===== src/rtl/decim_channel_scheduler_pkg.sv =====
// decim_pkg: shared sizing helpers and chain-wide defaults for the decimating channel scheduler
package decim_pkg;
   localparam int DEFAULT_DECIMATE_FACTOR = 4;
   function automatic int ch_w(input int n);
      return (n > 1) ? $clog2(n) : 1;
   endfunction
endpackage


===== src/rtl/decim_channel_scheduler_if.sv =====
// decim_channel_scheduler_if: per-channel sample inputs and shared tagged output stream
interface decim_channel_scheduler_if #(
   parameter int NUM_CH = 4,
   parameter int WIDTH  = 16
);
   localparam int CH_W = decim_pkg::ch_w(NUM_CH);
   logic [NUM_CH-1:0]       ch_valid;
   logic [NUM_CH*WIDTH-1:0] ch_data;
   logic                    out_valid;
   logic                    out_ready;
   logic [WIDTH-1:0]        out_data;
   logic [CH_W-1:0]         out_ch;
   modport master (output ch_valid, ch_data, out_ready, input out_valid, out_data, out_ch);
   modport slave  (input ch_valid, ch_data, out_ready, output out_valid, out_data, out_ch);
endinterface


===== src/rtl/decim_channel_scheduler_rr_arbiter.sv =====
// rr_arbiter: combinational round-robin pick starting after last_grant; pointer lives in the parent
module rr_arbiter import decim_pkg::*; #(
   parameter int NUM_CH = 4,
   localparam int CH_W  = ch_w(NUM_CH)
) (
   input  logic [NUM_CH-1:0] req,
   input  logic [CH_W-1:0]   last_grant,
   input  logic              grant_en,
   output logic [NUM_CH-1:0] gnt,
   output logic [CH_W-1:0]   gnt_idx,
   output logic              gnt_any
);
   logic [CH_W-1:0] c;
   always_comb begin
      gnt     = '0;
      gnt_idx = '0;
      gnt_any = 1'b0;
      c       = '0;
      for (int k = 1; k <= NUM_CH; k++) begin
         c = CH_W'((int'(last_grant) + k) % NUM_CH);
         if (grant_en && !gnt_any && req[c]) begin
            gnt[c]  = 1'b1;
            gnt_idx = c;
            gnt_any = 1'b1;
         end
      end
   end
endmodule


===== src/rtl/decim_channel_scheduler.sv =====
// decim_channel_scheduler: per-channel decimate-by-M into one-entry buffers, round-robin drained to one output
module decim_channel_scheduler import decim_pkg::*; #(
   parameter int NUM_CH          = 4,
   parameter int DECIMATE_FACTOR = DEFAULT_DECIMATE_FACTOR,
   parameter int WIDTH           = 16
) (
   input  logic                 clk,
   input  logic                 rst,
   input  logic                 enable,
   input  logic                 clear_ovf,
   output logic [NUM_CH-1:0]    overflow,
   decim_channel_scheduler_if.slave bus
);
   localparam int CH_W = ch_w(NUM_CH);
   localparam int PW   = (DECIMATE_FACTOR > 1) ? $clog2(DECIMATE_FACTOR) : 1;
   logic [PW-1:0]    phase [NUM_CH];
   logic [WIDTH-1:0] hold  [NUM_CH];
   logic [NUM_CH-1:0] full, keep, wr, ovf_ev, gnt;
   logic [CH_W-1:0]   last_grant, gnt_idx;
   logic              gnt_any, out_free;
   assign out_free = !bus.out_valid || bus.out_ready;
   rr_arbiter #(.NUM_CH(NUM_CH)) u_arb (
      .req(full), .last_grant(last_grant), .grant_en(out_free),
      .gnt(gnt), .gnt_idx(gnt_idx), .gnt_any(gnt_any)
   );
   for (genvar i = 0; i < NUM_CH; i++) begin : g_ch
      assign keep[i]   = enable && bus.ch_valid[i] && phase[i] == '0;
      // a drain in the same cycle frees the slot, so the new sample replaces it without loss
      assign wr[i]     = keep[i] && (!full[i] || gnt[i]);
      assign ovf_ev[i] = keep[i] && full[i] && !gnt[i];
      always_ff @(posedge clk)
         if (rst) begin
            phase[i] <= '0;
            hold[i]  <= '0;
         end else begin
            if (enable && bus.ch_valid[i])
               phase[i] <= (phase[i] == PW'(DECIMATE_FACTOR - 1)) ? '0 : phase[i] + 1'b1;
            if (wr[i]) hold[i] <= bus.ch_data[i*WIDTH +: WIDTH];
         end
   end
   always_ff @(posedge clk)
      if (rst) begin
         full          <= '0;
         overflow      <= '0;
         last_grant    <= CH_W'(NUM_CH - 1);
         bus.out_valid <= 1'b0;
         bus.out_data  <= '0;
         bus.out_ch    <= '0;
      end else begin
         full     <= wr | (full & ~gnt);
         overflow <= (clear_ovf ? '0 : overflow) | ovf_ev;
         if (out_free) begin
            bus.out_valid <= gnt_any;
            if (gnt_any) begin
               bus.out_data <= hold[gnt_idx];
               bus.out_ch   <= gnt_idx;
               last_grant   <= gnt_idx;
            end
         end
      end
endmodule


===== src/flat_wrapper.sv =====
// flat-port wrapper written by rule: the top's interface ports become plain ports
module decim_channel_scheduler_flat import decim_pkg::*;
#(
   parameter int NUM_CH          = 4,
   parameter int DECIMATE_FACTOR = DEFAULT_DECIMATE_FACTOR,
   parameter int WIDTH           = 16
)
  (clk, rst, enable, clear_ovf, overflow, bus_ch_valid, bus_ch_data, bus_out_ready, bus_out_valid, bus_out_data, bus_out_ch);
  decim_channel_scheduler_if #(.NUM_CH(NUM_CH), .WIDTH(WIDTH)) bus_i ();
  input  logic clk;
  input  logic rst;
  input  logic enable;
  input  logic clear_ovf;
  output logic [NUM_CH-1:0] overflow;
  input wire logic [$bits(bus_i.ch_valid)-1:0] bus_ch_valid;
  input wire logic [$bits(bus_i.ch_data)-1:0] bus_ch_data;
  input wire logic [$bits(bus_i.out_ready)-1:0] bus_out_ready;
  output wire logic [$bits(bus_i.out_valid)-1:0] bus_out_valid;
  output wire logic [$bits(bus_i.out_data)-1:0] bus_out_data;
  output wire logic [$bits(bus_i.out_ch)-1:0] bus_out_ch;
  assign bus_i.ch_valid = bus_ch_valid;
  assign bus_i.ch_data = bus_ch_data;
  assign bus_i.out_ready = bus_out_ready;
  assign bus_out_valid = bus_i.out_valid;
  assign bus_out_data = bus_i.out_data;
  assign bus_out_ch = bus_i.out_ch;
  decim_channel_scheduler #(.NUM_CH(NUM_CH), .DECIMATE_FACTOR(DECIMATE_FACTOR), .WIDTH(WIDTH)) u_core (.clk(clk), .rst(rst), .enable(enable), .clear_ovf(clear_ovf), .overflow(overflow), .bus(bus_i));
endmodule

===== config.mk =====
export PLATFORM = sky130hd
export DESIGN_NAME = decim_channel_scheduler_flat
export DESIGN_NICKNAME = d
export VERILOG_FILES = /design/src/rtl/decim_channel_scheduler_pkg.sv /design/src/rtl/decim_channel_scheduler_if.sv /design/src/rtl/decim_channel_scheduler_rr_arbiter.sv /design/src/rtl/decim_channel_scheduler.sv /design/src/flat_wrapper.sv
export SDC_FILE = /design/constraint.sdc
export NUM_CORES = 1
export LEC_CHECK = 0
export BUFFER_PORTS_ARGS = -buffer_cell sky130_fd_sc_hd__buf_2
export CELL_PAD_IN_SITES_DETAIL_PLACEMENT = 1
export CELL_PAD_IN_SITES_GLOBAL_PLACEMENT = 1
export CORE_ASPECT_RATIO = 1.1
export CORE_MARGIN = 1.5
export CORE_UTILIZATION = 49
export CTS_BUF_LIST = sky130_fd_sc_hd__clkbuf_8
export DETAILED_ROUTE_END_ITERATION = 10
export HOLD_SLACK_MARGIN = 0.05
export MAX_ROUTING_LAYER = met4
export PLACE_DENSITY_LB_ADDON = 0.08
export SETUP_SLACK_MARGIN = 0.02
export SLEW_MARGIN = 10
export SYNTH_ARGS = -nofsm -noshare
export SYNTH_HDL_FRONTEND = slang
export SYNTH_HIERARCHICAL = 1
export SYNTH_SLANG_ARGS = --single-unit

===== constraint.sdc =====
create_clock -name clk -period 6.3 [get_ports clk]
set_input_delay 0.315 -clock clk [delete_from_list [all_inputs] [get_ports clk]]
set_output_delay 0.315 -clock clk [all_outputs]
set_load 0.01 [all_outputs]

# Word-level counts from Yosys, hierarchy flattened
# Memory sizes are Yosys's and may differ from the RTL's. A register that Yosys moved wholly into a read port is not among the register bits.
# Cells that the tools add are included.
[word_totals] in_bits=73 output_inout_bits=23 n_memories=2 ramBits=72 elab_cells=162 regBits=13
[mem_list] name="u_core.hold" depth=4 width=16 read_ports=1 rd_clocked_by_memory_dff=1 write_ports=4 line_no="decim_channel_scheduler.sv:17" rtl="logic [WIDTH-1:0] hold [NUM_CH];"
[mem_list] name="u_core.phase" depth=4 width=2 read_ports=4 rd_clocked_by_memory_dff=0 write_ports=4 line_no="decim_channel_scheduler.sv:16" rtl="logic [PW-1:0] phase [NUM_CH];"
[op_classes] muxes=67 addsub=8 eq_ne=4 reduce_logical=53 magnitude_cmp=8 n_bitwise=15
[ops] op="16-bit 2-to-1 mux" count=4
[ops] op="1-bit 2-to-1 mux" count=38
[ops] op="1-bit logical AND" count=31
[ops] op="2-bit 2-to-1 mux" count=12
[ops] op="4-bit 2-to-1 mux" count=5
[ops] op="4-bit OR" count=5
[ops] op="2-bit by 1-bit adder with 2-bit output, second input constant" count=6
[ops] op="1-bit logical NOT" count=12
[ops] op="2-bit by 3-bit < comparator with 1-bit output, second input constant" count=4
[ops] op="1-bit binary-select mux with 2-bit select" count=4
[ops] op="1-bit demux with 2-bit select" count=4
[ops] op="2-bit equality test, second input constant" count=4
[ops] op="2-bit by 1-bit greater-or-equal comparator with 1-bit output, second input constant" count=4
[ops] op="2-bit logical NOT" count=4
[ops] op="1-bit OR" count=8
[ops] op="1-bit logical OR" count=5
[ops] op="2-bit adder, second input constant" count=2
[ops] op="4-bit AND" count=1
[ops] op="4-bit NOT" count=1
[ops] op="2-bit AND reduction" count=1

# Longest topological paths before layout
# Gate-level depths: netlist of the first run.
[depth] word_depth=23 mapped_depth=12 depth_no_buf=9

# Modules after synthesis
# Netlist of the first run, hierarchy kept.
[by_module_without_submodules] mod="decim_channel_scheduler" seq_area_each_um2=2742.6 cells_per_inst=333 area_each_um2=4463.0 n_inst=1
[by_module_without_submodules] mod="rr_arbiter" seq_area_each_um2=0.0 cells_per_inst=65 area_each_um2=540.5 n_inst=1

# Worst setup path after synthesis of the first run
# Ideal clock, no wire load.
[synth_timing] path_kind="reg-to-reg" from="register u_core.last_grant[0]" to="memory u_core.hold[1][0] (enable)" stages_incl_launch_ff=10 period_less_slack_ns=3.132 path_slack_ns=3.168 n_path_buf=2 arrival_ns=2.740 setup_ns=0.392 required_time_ns=5.908 cell_sequence="dfxtp_1 > buf_6 > inv_1 > ha_1 > mux4_1 > buf_4 > o31ai_1 > a221o_1 > nor2b_1 > o21bai_1"
[synth_lines] item="start: declaration" line_no="decim_channel_scheduler.sv:19" rtl="logic [CH_W-1:0] last_grant, gnt_idx;"
[synth_lines] item="start signal: assignment" line_no="decim_channel_scheduler.sv:45" rtl="last_grant <= CH_W'(NUM_CH - 1);"
[synth_lines] item="start signal: assignment" line_no="decim_channel_scheduler.sv:57" rtl="last_grant <= gnt_idx;"
[synth_lines] item="end: declaration" line_no="decim_channel_scheduler.sv:17"

# Worst setup path after layout of the first run
[layout_timing] from="register u_core.last_grant[0]" to="register u_core.bus.out_data[6], read port of u_core.hold"
[layout_between] elab_cells_between_ends=31 cone_classes="add/sub (4); mux (16); reduce/logical (11)"
[layout_lines] item="2-bit by 1-bit adder with 2-bit output" line_no="decim_channel_scheduler_rr_arbiter.sv:20" rtl="c = CH_W'((int'(last_grant) + k) % NUM_CH);"
[layout_lines] item="1-bit binary-select mux with 2-bit select" line_no="decim_channel_scheduler_rr_arbiter.sv:21" rtl="if (grant_en && !gnt_any && req[c]) begin"
[layout_lines] item="1-bit 2-to-1 mux (not written as such)" line_no="decim_channel_scheduler_rr_arbiter.sv:21"
[layout_lines] item="1-bit logical AND" line_no="decim_channel_scheduler_rr_arbiter.sv:21"
[layout_lines] item="1-bit 2-to-1 mux" line_no="decim_channel_scheduler_rr_arbiter.sv:21"
[layout_lines] item="1-bit logical NOT" line_no="decim_channel_scheduler_rr_arbiter.sv:21"
[layout_lines] item="1-bit logical AND (2 in series)" line_no="decim_channel_scheduler_rr_arbiter.sv:21"
[layout_lines] item="1-bit 2-to-1 mux" line_no="decim_channel_scheduler_rr_arbiter.sv:21"
[layout_lines] item="1-bit logical NOT" line_no="decim_channel_scheduler_rr_arbiter.sv:21"
[layout_lines] item="1-bit logical AND (2 in series)" line_no="decim_channel_scheduler_rr_arbiter.sv:21"
[layout_lines] item="1-bit 2-to-1 mux" line_no="decim_channel_scheduler_rr_arbiter.sv:21"
[layout_lines] item="1-bit logical NOT" line_no="decim_channel_scheduler_rr_arbiter.sv:21"
[layout_lines] item="1-bit logical AND (2 in series)" line_no="decim_channel_scheduler_rr_arbiter.sv:21"
[layout_lines] item="2-bit 2-to-1 mux *" line_no="decim_channel_scheduler_rr_arbiter.sv:21"
[layout_lines] item="via u_core.gnt_idx[1]" line_no="decim_channel_scheduler.sv:19"
[layout_lines] item="end: declaration" line_no="decim_channel_scheduler_if.sv:14" rtl="modport slave (input ch_valid, ch_data, out_ready, output out_valid, out_data, out_ch);"
# Mark *: on every way through the listed nets, which the timed path passes. The rest lies on a longest branch. The select of a mux whose other input is x is not followed.
# A chain may end at the register's enable or synchronous reset.

==> results of run 1 <==
==> cell usage in the layout, fill, tap and decap left out, types with 4 or more instances in the layout <==
master,n
sky130_fd_sc_hd__a21oi_1,23
sky130_fd_sc_hd__a221o_1,4
sky130_fd_sc_hd__a31oi_1,5
sky130_fd_sc_hd__and2_1,65
sky130_fd_sc_hd__buf_2,95
sky130_fd_sc_hd__clkbuf_8,9
sky130_fd_sc_hd__dfxtp_1,29
sky130_fd_sc_hd__edfxtp_1,72
sky130_fd_sc_hd__ha_1,15
sky130_fd_sc_hd__inv_1,16
sky130_fd_sc_hd__mux4_2,16
sky130_fd_sc_hd__nand2_1,6
sky130_fd_sc_hd__nand2b_1,13
sky130_fd_sc_hd__nand3_1,26
sky130_fd_sc_hd__nor2_1,6
sky130_fd_sc_hd__nor2b_1,6
sky130_fd_sc_hd__nor4_1,4
sky130_fd_sc_hd__nor4b_1,4
sky130_fd_sc_hd__o21ai_0,23
sky130_fd_sc_hd__o21bai_2,4
sky130_fd_sc_hd__o31ai_1,4
==> metal layers <==
| layer | wire length, µm | vias up | GRT usage [%] |
|---|---|---|---|
| li1 | - | 1624 | - |
| met1 | 5630 | 1697 | 33.0 |
| met4 | 181 | 0 | 6.44 |
| met3 | 544 | 13 | 5.38 |
| met5 | 0 | - | - |
| met2 | 5840 | 95 | 38.0 |
==> final cells by class <==
type                       count  area (µm²)
fill                        1061        4210
clock inverter                 7        50.0
inverter                      16        60.1
sequential                   101        2740
clock buffer                   9         124
multi-input combinational    255        2070
tap                          120         150
timing repair buffer          96         483
==> power by group through the flow <==
stage	Clock (mW)	Sequential (mW)	Combinational, mW
5_1_grt	0.413	0.881	0.776
6_report	0.380	0.869	0.707
2_1_floorplan	0	0.878	0.520
3_3_place_gp	0	0.882	0.687
4_1_cts	0.387	0.872	0.710
3_5_place_dp	0	0.888	0.708
==> final timing paths <==
path | endpoint | slack [ns] | depth (start not counted)
setup / recovery | u_core/bus.out_data[6] | 2.21 | 8
setup reg to reg | u_core/bus.out_data[6] | 2.21 | 8
hold / removal | u_core/hold[1][6] | 0.21 | 2
hold reg to reg | u_core/bus.out_data[8] | 0.48 | 2
==> kinds of logic (layout without fill, tap and decap cells) <==
group           Yosys count  after routing
compound gates           73             73
fa+ha+maj                15             15
buf+inv                  42            128
flops                   101            101
mux                      22             22
simple gates            145            145
==> state kept, by name, indices dropped and copies added, names as in the netlist <==
signal	flops
u_core/hold	64
u_core/bus.out_data	16
u_core/phase	8
u_core/full	4
u_core/overflow	4
u_core/bus.out_ch	2
u_core/last_grant	2
u_core/bus.out_valid	1
==> per-stage QoR <==
stage,instance area [µm²],instances,power [mW]
2_1_floorplan,5000,398,1.40
3_3_place_gp,5500,588,1.57
3_5_place_dp,5500,588,1.60
4_1_cts,5680,604,1.97
5_1_grt,5680,604,2.07
6_report,5680,604,1.96
==> results.cfg, run 1 <==
[routing]
drt_iter0_markers = 207
wirelength_um = 12200
drt-pass1-iter-count = 4
post-route-drc-count = 0
drt_via_density = 5.68
vias = 3429
avgRoutedWirePerCell_um = 20.2
postRouteAntennaNets = 0

[critical_path]
worst_r2r_startpoint = u_core/last_grant[0]
critical_path.max_stage_delay_ns = 1.01
worstSetupStartpointType = flop
critPathLaunch = u_core/last_grant[0]
criticalPathCategory = flop to flop
crit_buf_inv = 1
timing.critical_path.cells = inv_1 -> ha_1 -> mux4_1 -> or2_1 -> a32oi_2 -> mux4_2 -> nand3_1 -> a21oi_1
crit_slowest_cell = sky130_fd_sc_hd__a32oi_2
data_required_critical_path_ns = 6.51
crit_path_max_fanout = 17
worst-endpoint-arrival_ns = 4.30
setup.worst_path.end_class = flop
cp_top_family = compound AO/OA/AOI/OAI gates

[grt]
antenna_found_initial = 1
maximum_number_of_pins_on_one_net_before_global_route_repair = 50
grt_usage_pct = 24.5
grt_overflow = 0
grt_pass1_vias = 3586
global_route_wire_length_before_repair_um = 19200

[yosys]
synth-seq-area-share_pct = 54.8
synthFlopType = sky130_fd_sc_hd__edfxtp_1
netlist_top_cells_count = sky130_fd_sc_hd__edfxtp_1 (72), sky130_fd_sc_hd__and2_1 (65), sky130_fd_sc_hd__dfxtp_1 (29)
number_of_warnings_printed_during_yosys_synthesis = 6
number_of_nets_produced_by_synthesis = 486
synth.mux.area_fraction_pct = 9.00
ys_async_sr_fraction_pct = 0
post_synth_fa_ha_maj_area_fraction_pct = 3.75
avgSynthCellArea_um2 = 12.6
yosysTopAreaCellShare_pct = 43.2
complex_gate_fraction_of_the_synthesized_area_pct = 9.30
synthesis.instances = 398
post_synth_main_area_contributors = sky130_fd_sc_hd__edfxtp_1 (43%), sky130_fd_sc_hd__dfxtp_1 (12%), sky130_fd_sc_hd__and2_1 (8.1%)
synth.ff_latch_count = 101
synth.largest_area_cell = sky130_fd_sc_hd__edfxtp_1
synth_enable_flop_cells = 72
mappedNetlistArea_um2 = 5000
synth_top_family_by_area = simple AND/OR/NAND/NOR gates
yosys.area_share.xor_xnor_pct = 0
synth_cell_type_count = 50
yosys.area_share.simple_pct = 18.8
synth_most_common_cell = sky130_fd_sc_hd__edfxtp_1

[clock_tree]
cts_root_buffer = sky130_fd_sc_hd__clkbuf_8
postCtsSetupRepairBufs = 0
clkLatencyLatePin_ns = 0.37
cts-root-to-sink-buffers = 2
cts_hold_buf = 0
cts_resized = 0
clock_tree.htree_level_count = 3
cts.sinks = 101
clock_tree_from_tritoncts = done
number_of_buffers_inserted_during_clock_tree_synthesis = 9
clk_transition_reported_paths_ns = 0.10

[sta]
postLayoutSetupSlackWorst_ns = 2.21
fin_crit_ns = 4.09
hold_ws_ns = 0.212
finalMaxSlewViolations = 0
worst_margin_pin_slew_ns = 1.25
unrepaired_setup_endpoints_after_global_routing = no
tns_ns = 0
final_hold_viol_count = 0
maxSlewHeadroom_pct = 16.5
timing.final.crit_share_pct = 64.9
finalSetupViolCount = 0
maxClockFrequency_mhz = 245
finalClockSkew_ns = 0.00966

[final_layout]
antenna-diode-count = 0
areaGrowthSynthToFinish_pct = 13.4
drive_gt1_share_pct = 30.2
utilization_pct = 57.4
final_net_count = 567

[outcome]
status = finished clean

[floorplanning]
die_area_um2 = 10800
placementRows = 38
die_w_um = 99.4
effective_utilization_at_floorplan_pct = 50.6
io_pins = 96
chipHeight_um = 109
core_region_area_um2 = 9890

[place]
io_buffer_count = 95
detailed_place_hpwl_um = 8430
place_worst_setup_slack_ns = 2.20
finalWeightedCongestion = 0.771

[power_and_ir_drop]
power.ir.vdd_worst_mv = 0.127
switching_power_total_mw = 0.703
pwr-share-comb_pct = 36.1
power.static_leakage_nw = 2.27
pwr-share-seq_pct = 44.4
power_density_nw_per_um2 = 345
cellInternalPower_mw = 1.25
switching_share_pct = 35.9
power_frac_clock_pct = 19.4

[flow_run]
drv.max_cap_violation_count = 0

[hold_path]
hp-class = input port to flop
hold_start = bus_ch_data[22]
Power figures use the tool's default switching activity.
==> run 2, diff against run 1 <==
--- a/config.mk
+++ b/config.mk
@@ -5,12 +5,13 @@
 export SDC_FILE = /design/constraint.sdc
 export NUM_CORES = 1
 export LEC_CHECK = 0
+export ABC_AREA = 1
 export BUFFER_PORTS_ARGS = -buffer_cell sky130_fd_sc_hd__buf_2
 export CELL_PAD_IN_SITES_DETAIL_PLACEMENT = 1
 export CELL_PAD_IN_SITES_GLOBAL_PLACEMENT = 1
 export CORE_ASPECT_RATIO = 1.1
 export CORE_MARGIN = 1.5
-export CORE_UTILIZATION = 49
+export CORE_UTILIZATION = 43
 export CTS_BUF_LIST = sky130_fd_sc_hd__clkbuf_8
 export DETAILED_ROUTE_END_ITERATION = 10
 export HOLD_SLACK_MARGIN = 0.05
==> constraint.sdc (replaced) <==
create_clock -name clk -period 4.18 [get_ports clk]
set_input_delay 0.209 -clock clk [delete_from_list [all_inputs] [get_ports clk]]
set_output_delay 0.209 -clock clk [all_outputs]
set_load 0.01 [all_outputs]
==> run 2 against run 1 <==
Die area up 17%. Clock power up 79%. Largest power group is now combinational logic. Worst setup slack worse by 1.2 ns. Via count up 25%. Clock-buffer cell count unchanged. Synthesized cell count up 58%. Combinational power rose to 3.0 times the previous value. Worst hold slack worse by 0.078 ns. Sequential cell count unchanged. Clock skew up 0.0021 ns. Non-clock buffer count up 7. Global-route usage down 0.26 points.
==> results.cfg, run 2 <==
[place]
placed_cells = 859
finalWeightedCongestion = 0.804
detailed_place_hpwl_um = 10500
io_buffer_count = 95
place_worst_setup_slack_ns = 1.05

[critical_path]
setup.worst_path.end_class = flop
criticalPathCategory = flop to flop
worst-endpoint-arrival_ns = 3.47
data_required_critical_path_ns = 4.44
worstSetupStartpointType = flop
crit_path_max_fanout = 34

[sta]
maxClockFrequency_mhz = 311
finalMaxSlewViolations = 0
fin_crit_ns = 3.22
finalClockSkew_ns = 0.0117
tns_ns = 0
final_hold_viol_count = 0
postLayoutSetupSlackWorst_ns = 0.964
finalSetupViolCount = 0
worst_margin_pin_slew_ns = 0.541
maxSlewHeadroom_pct = 63.9
timing.final.crit_share_pct = 76.9
unrepaired_setup_endpoints_after_global_routing = no

[yosys]
number_of_nets_produced_by_synthesis = 715
mappedNetlistArea_um2 = 5160
netlist_top_cells_count = sky130_fd_sc_hd__nand2_1 (160), sky130_fd_sc_hd__inv_1 (119), sky130_fd_sc_hd__nor2_1 (95)
synthesis.instances = 627
synthFlopType = sky130_fd_sc_hd__edfxtp_1
avgSynthCellArea_um2 = 8.23
synth-seq-area-share_pct = 53.1
post_synth_main_area_contributors = sky130_fd_sc_hd__edfxtp_1 (42%), sky130_fd_sc_hd__nand2_1 (12%), sky130_fd_sc_hd__dfxtp_1 (11%)
synth_most_common_cell = sky130_fd_sc_hd__nand2_1
number_of_warnings_printed_during_yosys_synthesis = 6
synth.ff_latch_count = 101
yosysTopAreaCellShare_pct = 41.9
synth_cell_type_count = 25
synth_enable_flop_cells = 72
ys_async_sr_fraction_pct = 0
synth.largest_area_cell = sky130_fd_sc_hd__edfxtp_1

[grt]
grt_overflow = 0
maximum_number_of_pins_on_one_net_before_global_route_repair = 35
global_route_wire_length_before_repair_um = 22600
grt_usage_pct = 24.2
grt_pass1_vias = 4600
antenna_found_initial = 0

[floorplanning]
die_area_um2 = 12700
core_region_area_um2 = 11600
effective_utilization_at_floorplan_pct = 44.5
placementRows = 41
die_w_um = 107
io_pins = 96
chipHeight_um = 118

[clock_tree]
cts.sinks = 101
clock_tree_from_tritoncts = done
clkLatencyLatePin_ns = 0.37
clk_transition_reported_paths_ns = 0.10
cts_root_buffer = sky130_fd_sc_hd__clkbuf_8
cts-root-to-sink-buffers = 2
cts_resized = 0
cts_hold_buf = 0
postCtsSetupRepairBufs = 0
number_of_buffers_inserted_during_clock_tree_synthesis = 9
clock_tree.htree_level_count = 3

[final_layout]
antenna-diode-count = 0
biggestRegsByFlops = u_core/hold: 64 flops, u_core/bus.out_data: 16 flops, u_core/phase: 8 flops
multi_input_comb_area_um2 = 1800
utilization_pct = 51.4
area.sequential_um2 = 2740
drive_gt1_share_pct = 19.9
layout_cells_excl_fill = 875
most-common-layout-cells = sky130_fd_sc_hd__nand2_1 (160), sky130_fd_sc_hd__inv_1 (120), sky130_fd_sc_hd__buf_2 (95), sky130_fd_sc_hd__nor2_1 (95), sky130_fd_sc_hd__edfxtp_1 (72)
final.fill_count = 1475
largest_register_ffs = 64
areaGrowthSynthToFinish_pct = 15.5
largest-register = u_core/hold
layout_commonest_cell = sky130_fd_sc_hd__nand2_1
final_net_count = 808

[outcome]
status = finished clean

[routing]
vias = 4293
top_layer_used = met4
avgRoutedWirePerCell_um = 16.1
drt_via_density = 4.91
postRouteAntennaNets = 0
drt_iter0_markers = 149
drt-pass1-iter-count = 4
route.met2.wl_um = 7900
wirelength_um = 14100
post-route-drc-count = 0
detailroute.wirelength.met3_um = 421
detail_route.wirelength.met1_um = 5390

[power_and_ir_drop]
power_density_nw_per_um2 = 685
post-layout-total-power_mw = 4.08
power.ir.vdd_worst_mv = 0.318
power.static_leakage_nw = 3.00

[hold_path]
hp-class = input port to flop

[flow_run]
drv.max_cap_violation_count = 0
-- run 2: cell count changes in the layout (fill, tap and decap cells not counted), sizes merged, moves of 7 or more --
cell / change
buf: +7
nand3: +22
inv: +109
nand4: +11
mux4: -17
nor2: +94
nand2: +158
and2: -65
nor4b: -7
nand2b: -13
o21ai: -18
-- run 2: metrics by stage --
| step | instance area [µm²] | hold WS [ns] |
|---|---|---|
| 6_report | 5960 | 0.134 |
| 2_1_floorplan | 5160 | 0.278 |
| 3_5_place_dp | 5750 | 0.465 |
| 3_3_place_gp | 5750 | 0.458 |
| 5_1_grt | 5960 | 0.116 |
| 4_1_cts | 5960 | 0.111 |
-- run 2: routing by layer --
layer | vias up | track usage, %
met5 | - | -
met3 | 29 | 3.60
met2 | 82 | 45.3
met4 | 0 | 8.80
met1 | 2065 | 25.3
li1 | 2117 | -
-- run 2: worst paths after layout --
path | start | depth (start not counted) | slack, ns | endpoint
setup / recovery | u_core/last_grant[0] | 15 | 0.96 | u_core/bus.out_data[8]
hold / removal | bus_ch_data[23] | 3 | 0.13 | u_core/hold[1][7]
setup reg to reg | u_core/last_grant[0] | 15 | 0.96 | u_core/bus.out_data[8]
hold reg to reg | u_core/bus.out_ch[0] | 2 | 0.48 | u_core/bus.out_ch[0]
-- run 2: kinds of logic after synthesis --
kind of cell | Yosys count | synth area share [%]
DFF | 101 | 53.1
and+or+nand+nor | 331 | 28.2
adders and majority gates | 15 | 3.64
AOI/OAI and AO/OA | 32 | 3.10
buffers and inverters | 148 | 11.9
-- run 2: power by group --
group,internal (mW),switching (mW)
registers,1.22,0.0988
logic,0.624,1.46
clock network,0.334,0.347
total,2.18,1.91
-- run 2: critical path, stage by stage, from the launching register on --
cell	delay [ns]
sky130_fd_sc_hd__dfxtp_1	0.56
sky130_fd_sc_hd__inv_2	0.19
sky130_fd_sc_hd__ha_1	0.41
sky130_fd_sc_hd__inv_1	0.12
sky130_fd_sc_hd__nand3_2	0.14
sky130_fd_sc_hd__nand2_4	0.14
sky130_fd_sc_hd__nand3_2	0.18
sky130_fd_sc_hd__nand2_1	0.09
sky130_fd_sc_hd__o21ai_1	0.06
sky130_fd_sc_hd__nand2_1	0.06
sky130_fd_sc_hd__buf_4	0.34
sky130_fd_sc_hd__inv_2	0.33
sky130_fd_sc_hd__nand2_1	0.13
sky130_fd_sc_hd__nand3_1	0.12
sky130_fd_sc_hd__nand2_1	0.15
sky130_fd_sc_hd__a21oi_1	0.07
-- run 2: area by class of cell --
| type | count | share of cell area [%] |
|---|---|---|
| clock buffers | 9 | 2.08 |
| clock inverters | 7 | 1.53 |
| inverters | 127 | 8.00 |
| multi-input cells | 378 | 30.3 |
| flip-flops and latches | 101 | 46.0 |
| well taps | 150 | 3.15 |
| repair buffers | 103 | 8.98 |
